==> config.mk <==
export PLATFORM = sky130hd
export DESIGN_NAME = uart_cmd_parser
export DESIGN_NICKNAME = d
export VERILOG_FILES = /design/src/rtl/uart_frame_pkg.sv /design/src/rtl/uart_cmd_parser.sv
export SDC_FILE = /design/constraint.sdc
export NUM_CORES = 1
export LEC_CHECK = 0
export ABC_AREA = 1
export ABC_CLOCK_PERIOD_IN_PS = 2800
export BUFFER_PORTS_ARGS = -buffer_cell sky130_fd_sc_hd__buf_2
export CORE_MARGIN = 4
export CORE_UTILIZATION = 60
export CTS_BUF_LIST = sky130_fd_sc_hd__clkbuf_2
export DETAILED_ROUTE_END_ITERATION = 10
export PLACE_DENSITY = 0.82
export SKIP_CTS_REPAIR_TIMING = 1
export SYNTH_ARGS = -nofsm -noshare
export SYNTH_HDL_FRONTEND = slang
export SYNTH_SLANG_ARGS = --single-unit
==> constraint.sdc <==
create_clock -name I_clk -period 2.8 [get_ports I_clk]
set_clock_uncertainty 0.2 [all_clocks]
set_input_delay 0.28 -clock I_clk [delete_from_list [all_inputs] [get_ports I_clk]]
set_output_delay 0.28 -clock I_clk [all_outputs]
set_load 0.1 [all_outputs]
==> src/rtl/uart_frame_pkg.sv <==
// rtl/uart_frame_pkg.sv - frame constants and parser state encoding for uart_cmd_parser
//
// Purpose: shared definitions for the UART command frame:
//   header bytes, command codes, CFG payload length and FSM state encoding.
package uart_frame_pkg;

    localparam logic [7:0] HDR_BYTE0 = 8'h55;
    localparam logic [7:0] HDR_BYTE1 = 8'hAA;

    localparam logic [2:0] CMD_CFG = 3'd1;

    // CFG payload: trans_length, sampling_rate, sampling_num, 16 bits each, MSB first
    localparam logic [2:0] PAYLOAD_LEN = 3'd6;

    typedef enum logic [2:0] {
        IDLE    = 3'd0,
        HDR2    = 3'd1,
        ADDR    = 3'd2,
        FUNC    = 3'd3,
        PAYLOAD = 3'd4,
        CHK     = 3'd5
    } state_t;

endpackage

==> src/rtl/uart_cmd_parser.sv <==
// rtl/uart_cmd_parser.sv - byte-stream command frame parser with checksum, addressing and timeout
//
// Purpose: parses frames 55 AA ADDR FUNC [6 payload bytes when CFG] CHK from a
//   byte strobe stream, emits accepted commands and holds the CFG configuration.
// Ports:
//   I_clk            in   1   clock, rising edge
//   I_rst            in   1   synchronous active-high reset
//   I_rx_data_valid  in   1   byte strobe
//   I_rx_data        in   8   received byte
//   I_device_addr    in   8   this unit's address
//   O_cmd_valid      out  1   one-cycle strobe, accepted command
//   O_cmd_data       out  3   command code of the accepted frame
//   O_trans_length   out  16  configured transfer length
//   O_sampling_rate  out  16  configured sampling rate
//   O_sampling_num   out  16  configured sample count
//   O_frame_err      out  1   one-cycle strobe, bad checksum or inter-byte timeout
import uart_frame_pkg::*;

module uart_cmd_parser #(
    parameter logic [19:0] TIMEOUT_CYCLES = 20'd100000,
    parameter logic [7:0]  BCAST_ADDR     = 8'hFF,
    parameter logic [15:0] DEF_TRANS_LEN  = 16'd1024,
    parameter logic [15:0] DEF_SAMP_RATE  = 16'd1000,
    parameter logic [15:0] DEF_SAMP_NUM   = 16'd1024
) (
    input  logic        I_clk,
    input  logic        I_rst,
    input  logic        I_rx_data_valid,
    input  logic [7:0]  I_rx_data,
    input  logic [7:0]  I_device_addr,
    output logic        O_cmd_valid,
    output logic [2:0]  O_cmd_data,
    output logic [15:0] O_trans_length,
    output logic [15:0] O_sampling_rate,
    output logic [15:0] O_sampling_num,
    output logic        O_frame_err
);

    state_t      state, state_next;
    logic [19:0] timeout_cnt, timeout_cnt_next;
    logic [2:0]  payload_cnt, payload_cnt_next;
    logic [7:0]  chk_acc, chk_acc_next;
    logic        addr_match, addr_match_next;
    logic [2:0]  cmd_reg, cmd_reg_next;
    logic [47:0] shadow, shadow_next;

    logic        cmd_valid_next;
    logic [2:0]  cmd_data_next;
    logic        frame_err_next;
    logic [15:0] trans_length_next, sampling_rate_next, sampling_num_next;
    logic        timeout_fire;

    always_ff @(posedge I_clk) begin
        if (I_rst) begin
            state           <= IDLE;
            timeout_cnt     <= '0;
            payload_cnt     <= '0;
            chk_acc         <= '0;
            addr_match      <= 1'b0;
            cmd_reg         <= '0;
            shadow          <= '0;
            O_cmd_valid     <= 1'b0;
            O_cmd_data      <= 3'd0;
            O_frame_err     <= 1'b0;
            O_trans_length  <= DEF_TRANS_LEN;
            O_sampling_rate <= DEF_SAMP_RATE;
            O_sampling_num  <= DEF_SAMP_NUM;
        end else begin
            state           <= state_next;
            timeout_cnt     <= timeout_cnt_next;
            payload_cnt     <= payload_cnt_next;
            chk_acc         <= chk_acc_next;
            addr_match      <= addr_match_next;
            cmd_reg         <= cmd_reg_next;
            shadow          <= shadow_next;
            O_cmd_valid     <= cmd_valid_next;
            O_cmd_data      <= cmd_data_next;
            O_frame_err     <= frame_err_next;
            O_trans_length  <= trans_length_next;
            O_sampling_rate <= sampling_rate_next;
            O_sampling_num  <= sampling_num_next;
        end
    end

    // Timeout wins over a byte arriving in the same cycle: that byte is dropped.
    assign timeout_fire = (state != IDLE) && (timeout_cnt >= TIMEOUT_CYCLES);

    always_comb begin
        state_next         = state;
        payload_cnt_next   = payload_cnt;
        chk_acc_next       = chk_acc;
        addr_match_next    = addr_match;
        cmd_reg_next       = cmd_reg;
        shadow_next        = shadow;
        cmd_valid_next     = 1'b0;
        cmd_data_next      = O_cmd_data;
        frame_err_next     = 1'b0;
        trans_length_next  = O_trans_length;
        sampling_rate_next = O_sampling_rate;
        sampling_num_next  = O_sampling_num;

        if (state == IDLE || I_rx_data_valid) begin
            timeout_cnt_next = '0;
        end else begin
            timeout_cnt_next = timeout_cnt + 20'd1;
        end

        if (timeout_fire) begin
            state_next       = IDLE;
            timeout_cnt_next = '0;
            payload_cnt_next = '0;
            frame_err_next   = 1'b1;
        end else if (I_rx_data_valid) begin
            case (state)
                IDLE: begin
                    if (I_rx_data == HDR_BYTE0) begin
                        state_next = HDR2;
                    end
                end
                HDR2: begin
                    if (I_rx_data == HDR_BYTE1) begin
                        state_next   = ADDR;
                        chk_acc_next = '0;
                    end else if (I_rx_data != HDR_BYTE0) begin
                        state_next = IDLE;
                    end
                end
                ADDR: begin
                    chk_acc_next    = chk_acc + I_rx_data;
                    addr_match_next = (I_rx_data == I_device_addr) || (I_rx_data == BCAST_ADDR);
                    state_next      = FUNC;
                end
                FUNC: begin
                    chk_acc_next     = chk_acc + I_rx_data;
                    cmd_reg_next     = I_rx_data[2:0];
                    payload_cnt_next = '0;
                    state_next       = (I_rx_data[2:0] == CMD_CFG) ? PAYLOAD : CHK;
                end
                PAYLOAD: begin
                    chk_acc_next = chk_acc + I_rx_data;
                    shadow_next  = {shadow[39:0], I_rx_data};
                    if (payload_cnt == PAYLOAD_LEN - 3'd1) begin
                        payload_cnt_next = '0;
                        state_next       = CHK;
                    end else begin
                        payload_cnt_next = payload_cnt + 3'd1;
                    end
                end
                CHK: begin
                    state_next = IDLE;
                    if (I_rx_data != chk_acc) begin
                        frame_err_next = 1'b1;
                    end else if (addr_match) begin
                        cmd_valid_next = 1'b1;
                        cmd_data_next  = cmd_reg;
                        // Configuration commits only on an accepted CFG frame, all three at once.
                        if (cmd_reg == CMD_CFG) begin
                            trans_length_next  = shadow[47:32];
                            sampling_rate_next = shadow[31:16];
                            sampling_num_next  = shadow[15:0];
                        end
                    end
                end
                default: begin
                    state_next = IDLE;
                end
            endcase
        end
    end

endmodule

Yosys cells after proc, flatten, opt, wreduce, memory -nomap -nowiden
Index checks and enable logic that the tools add are counted.
{ "word_totals": {"mem_bits_rw": 0, "out_inout_bits": 53, "rom_bits": 0, "latchBits": 0, "word_cells": 73, "memories": 0, "reg_bits": 139} }
{ "op_classes": {"reduce_logical": 19, "bitwise_logic": 4, "n_mul": 0, "magnitude_cmp": 1, "muxes": 15, "shift": 0, "addsub": 3, "div_mod_pow": 0, "eq_ne": 18} }
{ "ops": {"columns": ["operator", "n"], "rows": [
  ["adder 20 x 1 -> 20 bit, second input constant", 1],
  ["greater-or-equal comparator 20 x 17 -> 1 bit, second input constant", 1],
  ["equality test 8 bit, second input constant", 2],
  ["case mux 8 bit (2 select lines)", 1],
  ["two-way mux 3 bit", 5],
  ["case mux 3 bit (5 select lines)", 1],
  ["equality test 3 x 1 -> 1 bit, second input constant", 3],
  ["equality test 3 bit, second input constant", 3],
  ["AND reduction 3 bit", 3],
  ["adder 8 bit", 1],
  ["equality test 8 x 7 -> 1 bit, second input constant", 1],
  ["equality test 8 bit", 1],
  ["two-way mux 8 bit", 1],
  ["!= test 8 x 7 -> 1 bit, second input constant", 1],
  ["!= test 8 bit", 1],
  ["AND reduction 4 bit", 2],
  ["equality test 3 x 2 -> 1 bit, second input constant", 2],
  ["two-way mux 1 bit", 6],
  ["case mux 3 bit (2 select lines)", 1],
  ["AND reduction 6 bit", 1],
  ["OR reduction 3 bit", 2],
  ["AND reduction 5 bit", 1],
  ["OR reduction 5 bit", 1],
  ["!= test 2 bit, second input constant", 2],
  ["11 further kinds", 16]
]} }

Logic depth before layout (Yosys ltp)
{ "logic_depth": {"ltp_word": 5, "mapped_depth": 12} }

Worst setup path after synthesis
OpenSTA, ideal clock, no wires.
{ "synth_path": {"path_kind": "register to register", "start": "register chk_acc[5]", "end": "register O_sampling_num[10]", "synth_period_minus_slack_ns": 2.063, "n_path_buf": 2, "required_ns": 2.466, "stages_incl_launch_ff": 12, "t_arrival_ns": 1.729, "setup_slack_ns": 0.737, "path_cell_list": "dfxtp_1 > ha_1 > inv_1 > nand3b_1 > nor2_1 > nand2_1 > nor2_1 > nand4_4 > buf_4 > buf_6 > nand2_1 > nand3_1"} }
{ "synth_between": {"elab_chain_cells": 3} }
{ "synth_lines": {"columns": ["element", "line_no", "text"], "rows": [
  ["start: declaration", "uart_cmd_parser.sv:42", "logic [7:0] chk_acc, chk_acc_next;"],
  ["start signal: assignment", "uart_cmd_parser.sv:72", "chk_acc <= chk_acc_next;"],
  ["!= test 8 bit", "uart_cmd_parser.sv:151", "if (I_rx_data != chk_acc) begin"],
  ["NOT 1 bit (no line)", null, null],
  ["AND reduction 6 bit (no line)", null, null],
  ["end signal: assignment", "uart_cmd_parser.sv:81", "O_sampling_num <= sampling_num_next;"],
  ["end: declaration", "uart_cmd_parser.sv:35", "output logic [15:0] O_sampling_num,"]
]} }
Every way passes these cells.
A chain may end at the register's enable or synchronous reset.

Final worst setup path
{ "layout_path": {"start": "input I_rx_data[1]", "end": "register addr_match"} }
{ "layout_between": {"elab_chain_cells": 2, "word_cells_on_any_way": 3, "classes_between": "eq/ne: 2; reduce/logical: 1"} }
{ "layout_lines": {"columns": ["element", "line_no", "text"], "rows": [
  ["start: declaration", "uart_cmd_parser.sv:29", "input logic [7:0] I_rx_data,"],
  ["equality test 8 bit", "uart_cmd_parser.sv:130", "addr_match_next = (I_rx_data == I_device_addr) || (I_rx_data == BCAST_ADDR);"],
  ["logical OR 1 bit *", "uart_cmd_parser.sv:130", null],
  ["end signal: assignment", "uart_cmd_parser.sv:73", "addr_match <= addr_match_next;"],
  ["end: declaration", "uart_cmd_parser.sv:43", "logic addr_match, addr_match_next;"]
]} }
Mark *: on every way between the ends. The rest lies on a longest branch, timed or not.

==> results_dict.tcl <==
set metrics [dict create \
    status "completed" \
    die_y_um 109.7 \
    yosysSeqAreaShare 0.4487 \
    hold_end "shadow[6]" \
    nNetsFinal 971 \
    start_kind "input pin" \
    period_share 0.8881 \
    routedWlPerCell_um 12.82 \
    slowest_stage "dlygate4sd3_1" \
    ys_types 33 \
    numPortBuffers 71 \
    path_class "input pin to flop" \
    clockBufferDepth 2 \
    finalSetupViolations 0 \
    reg2reg_to "O_sampling_num[3]" \
    hp-class "input pin to flop" \
    r2r_cells 11 \
    hold_depth 4 \
    largestRegisters "shadow x48, timeout_cnt x20" \
    power.density_nw_per_um2 474.8 \
    yosys_warnings 0 \
    crit_chain "dlygate4sd3_1 -> buf_2 -> inv_1 -> or2_2 -> nand3_1 -> dlygate4sd3_1 -> nor3_1 -> dlygate4sd3_1 -> nand2_1 -> o41ai_1 -> nor2_1 -> nor2_1" \
    dp_hpwl_um 9147 \
    dp_worst_setup_slack_ns 0.4135 \
    synth_area_leaders "dfxtp_1 45%, nand2_1 13%, nor2_1 7.9%, nand4_1 6.5%, a21oi_1 6.1%" \
    critPathMaxFanout 6 \
    cp-end-kind "flop" \
    ant_nets 0 \
    critical_path_required_ns 3.20 \
    rows 36 \
    n_fill_cell 839 \
    place_congestion 0.8637 \
    reg2reg_from "chk_acc[5]" \
    worstSkewPairLatency_ns 0.68 \
    largest_register_ffs 48 \
    finalHoldViolCount 0 \
    numCtsBuffers 17 \
    die_w_um 109.7 \
    num_vias 5658 \
    fin_ws_ns 0.3133 \
    seq_area_um2 2783 \
    grt_start_max_net_pins 89 \
    critPathBufInv 5 \
    max_slew_margin 0.6405 \
    hold_start "I_rx_data[6]" \
    largest_register "shadow" \
    grt_pass1_wl_um 22870 \
    cp_slowest_stage_delay_ns 0.57 \
    crit_family "buffers and inverters" \
    vdd_drop_max_v 0.0003164 \
    clock_sinks 139 \
    firstDrtPassIters 5 \
    cts_max_level 4 \
    hold_slack_ns 0.2619 \
    grt_pass1_vias 4945 \
    arrival_ns 2.88 \
    antennaDiodeCount 0 \
    grt_usage 0.2370 \
    yosysTopAreaCell "dfxtp_1" \
    timing.fmax_ghz 0.4021 \
    cap_violations 0 \
    cts_tree "yes" \
    synthTopCellsByCount "222 x nand2_1, 139 x dfxtp_1, 131 x nor2_1" \
    synth_top_area_frac 0.4487 \
    yosysMostFrequentCell "nand2_1" \
    ioPinCount 72 \
    worst_pin_slew_ns 0.5393 \
    grt-ovfl-total 0 \
    synth-edff-count 0 \
    syn_inst 868 \
    routed_wl_um 13950 \
    drt-initial-drc-count 469 \
    cp-startpoint "I_rx_data[1]" \
    antenna_found_initial 0 \
    rsz0062_at_grt "no" \
    power_mw 3.329 \
    fin_area_um2 7013 \
    layout-drive-gt1-share 0.1288 \
    initial_core_util 0.6258 \
    crit_top_cell "dlygate4sd3_1" \
    syn_area_per_cell_um2 7.144 \
    core_area_um2 9910 \
    placedCellCount 1040 \
    r2r_slack_ns 0.48 \
    async_flop_share 0 \
    multiInputGateArea_um2 2856 \
    via_per_inst 5.200 \
    synth_ff_type "dfxtp_1" \
    leakage_nw 3.277 \
    synth_area_um2 6201 \
    fin_crit_ns 2.487 \
    utilization 0.7077 \
    slew_viol_final 0 \
    tns_ns 0 \
    place_area_um2 6606 \
    area_delta_synth_final_pct 13.10 \
    cts_root_buffer "clkbuf_2" \
    ys_ff_latch 139 \
    layout.cells.non_filler 1088 \
    die-area_um2 12030 \
    drc 0 \
    cts.reportedPaths.clkPinSlew_ns 0.19 \
]
[where the power goes]
| part | internal, mW | leakage (nW) | switching (mW) |
|---|---|---|---|
| clock network | 0.492 | 0.132 | 0.713 |
| registers | 1.98 | 1.12 | 0.000617 |
| logic | 0.0510 | 2.02 | 0.0897 |
[placed cells by master, fill, tap and decap left out, types with 4 or more instances in the layout]
cell type,instances
dlygate4sd3_1,16
buf_2,71
nand4_1,64
nor2_1,131
buf_4,9
inv_1,89
nor3_1,12
a21oi_1,75
or2_2,5
ha_1,9
o21ai_0,8
xor2_1,18
clkinvlp_4,5
nand3_1,31
clkbuf_2,19
clkinv_1,4
nand2_1,222
dfxtp_1,139
[kinds of logic (layout without fill, tap and decap cells)]
logic type	Yosys count	count (layout)	share of synthesized area
AND/OR/NAND/NOR	475	475	0.3360
adder cells (fa/ha/maj)	10	10	0.02139
XOR/XNOR	21	21	0.02966
other	1	3	0.0006047
flip-flops	139	139	0.4487
buffers and inverters	135	220	0.09181
AO/OA/AOI/OAI	87	87	0.07183
[worst register-to-register path, delay by kind of cell (launching register included)]
family | cells | cell delay (ns)
DFF | 1 | 0.36
and+or+nand+nor | 8 | 1.04
buffers and inverters | 2 | 0.34
adders and majority gates | 1 | 0.35
[how the worst max path moves through the flow]
stage | to | slack (ns) | cells past startpoint
4_1_cts | shadow[36] | 0.48 | 11
3_5_place_dp | O_sampling_rate[6] | 0.41 | 11
2_1_floorplan | O_sampling_num[10] | 0.74 | 11
3_3_place_gp | O_sampling_rate[8] | 0.44 | 11
6_report | addr_match | 0.31 | 12
5_1_grt | shadow[47] | 0.25 | 11
[area by class of cell]
| cell class | instances | area share |
|---|---|---|
| multi-input combinational | 596 | 0.4073 |
| clock inverter | 13 | 0.02159 |
| timing repair buffer | 98 | 0.08885 |
| tap | 133 | 0.02373 |
| inverter | 90 | 0.04817 |
| clock buffer | 19 | 0.01356 |
| sequential | 139 | 0.3968 |
[layer usage]
metal	wire [um]	global-route usage	part of all wire	vias to the layer above
li1	-	-	-	2937
met5	0	0	0	-
met3	717	0.05167	0.051	16
met4	150	0.08014	0.011	0
met1	6876	0.3432	0.49	2554
met2	6207	0.3496	0.44	151
No activity file was read; power rests on OpenSTA's default activity.
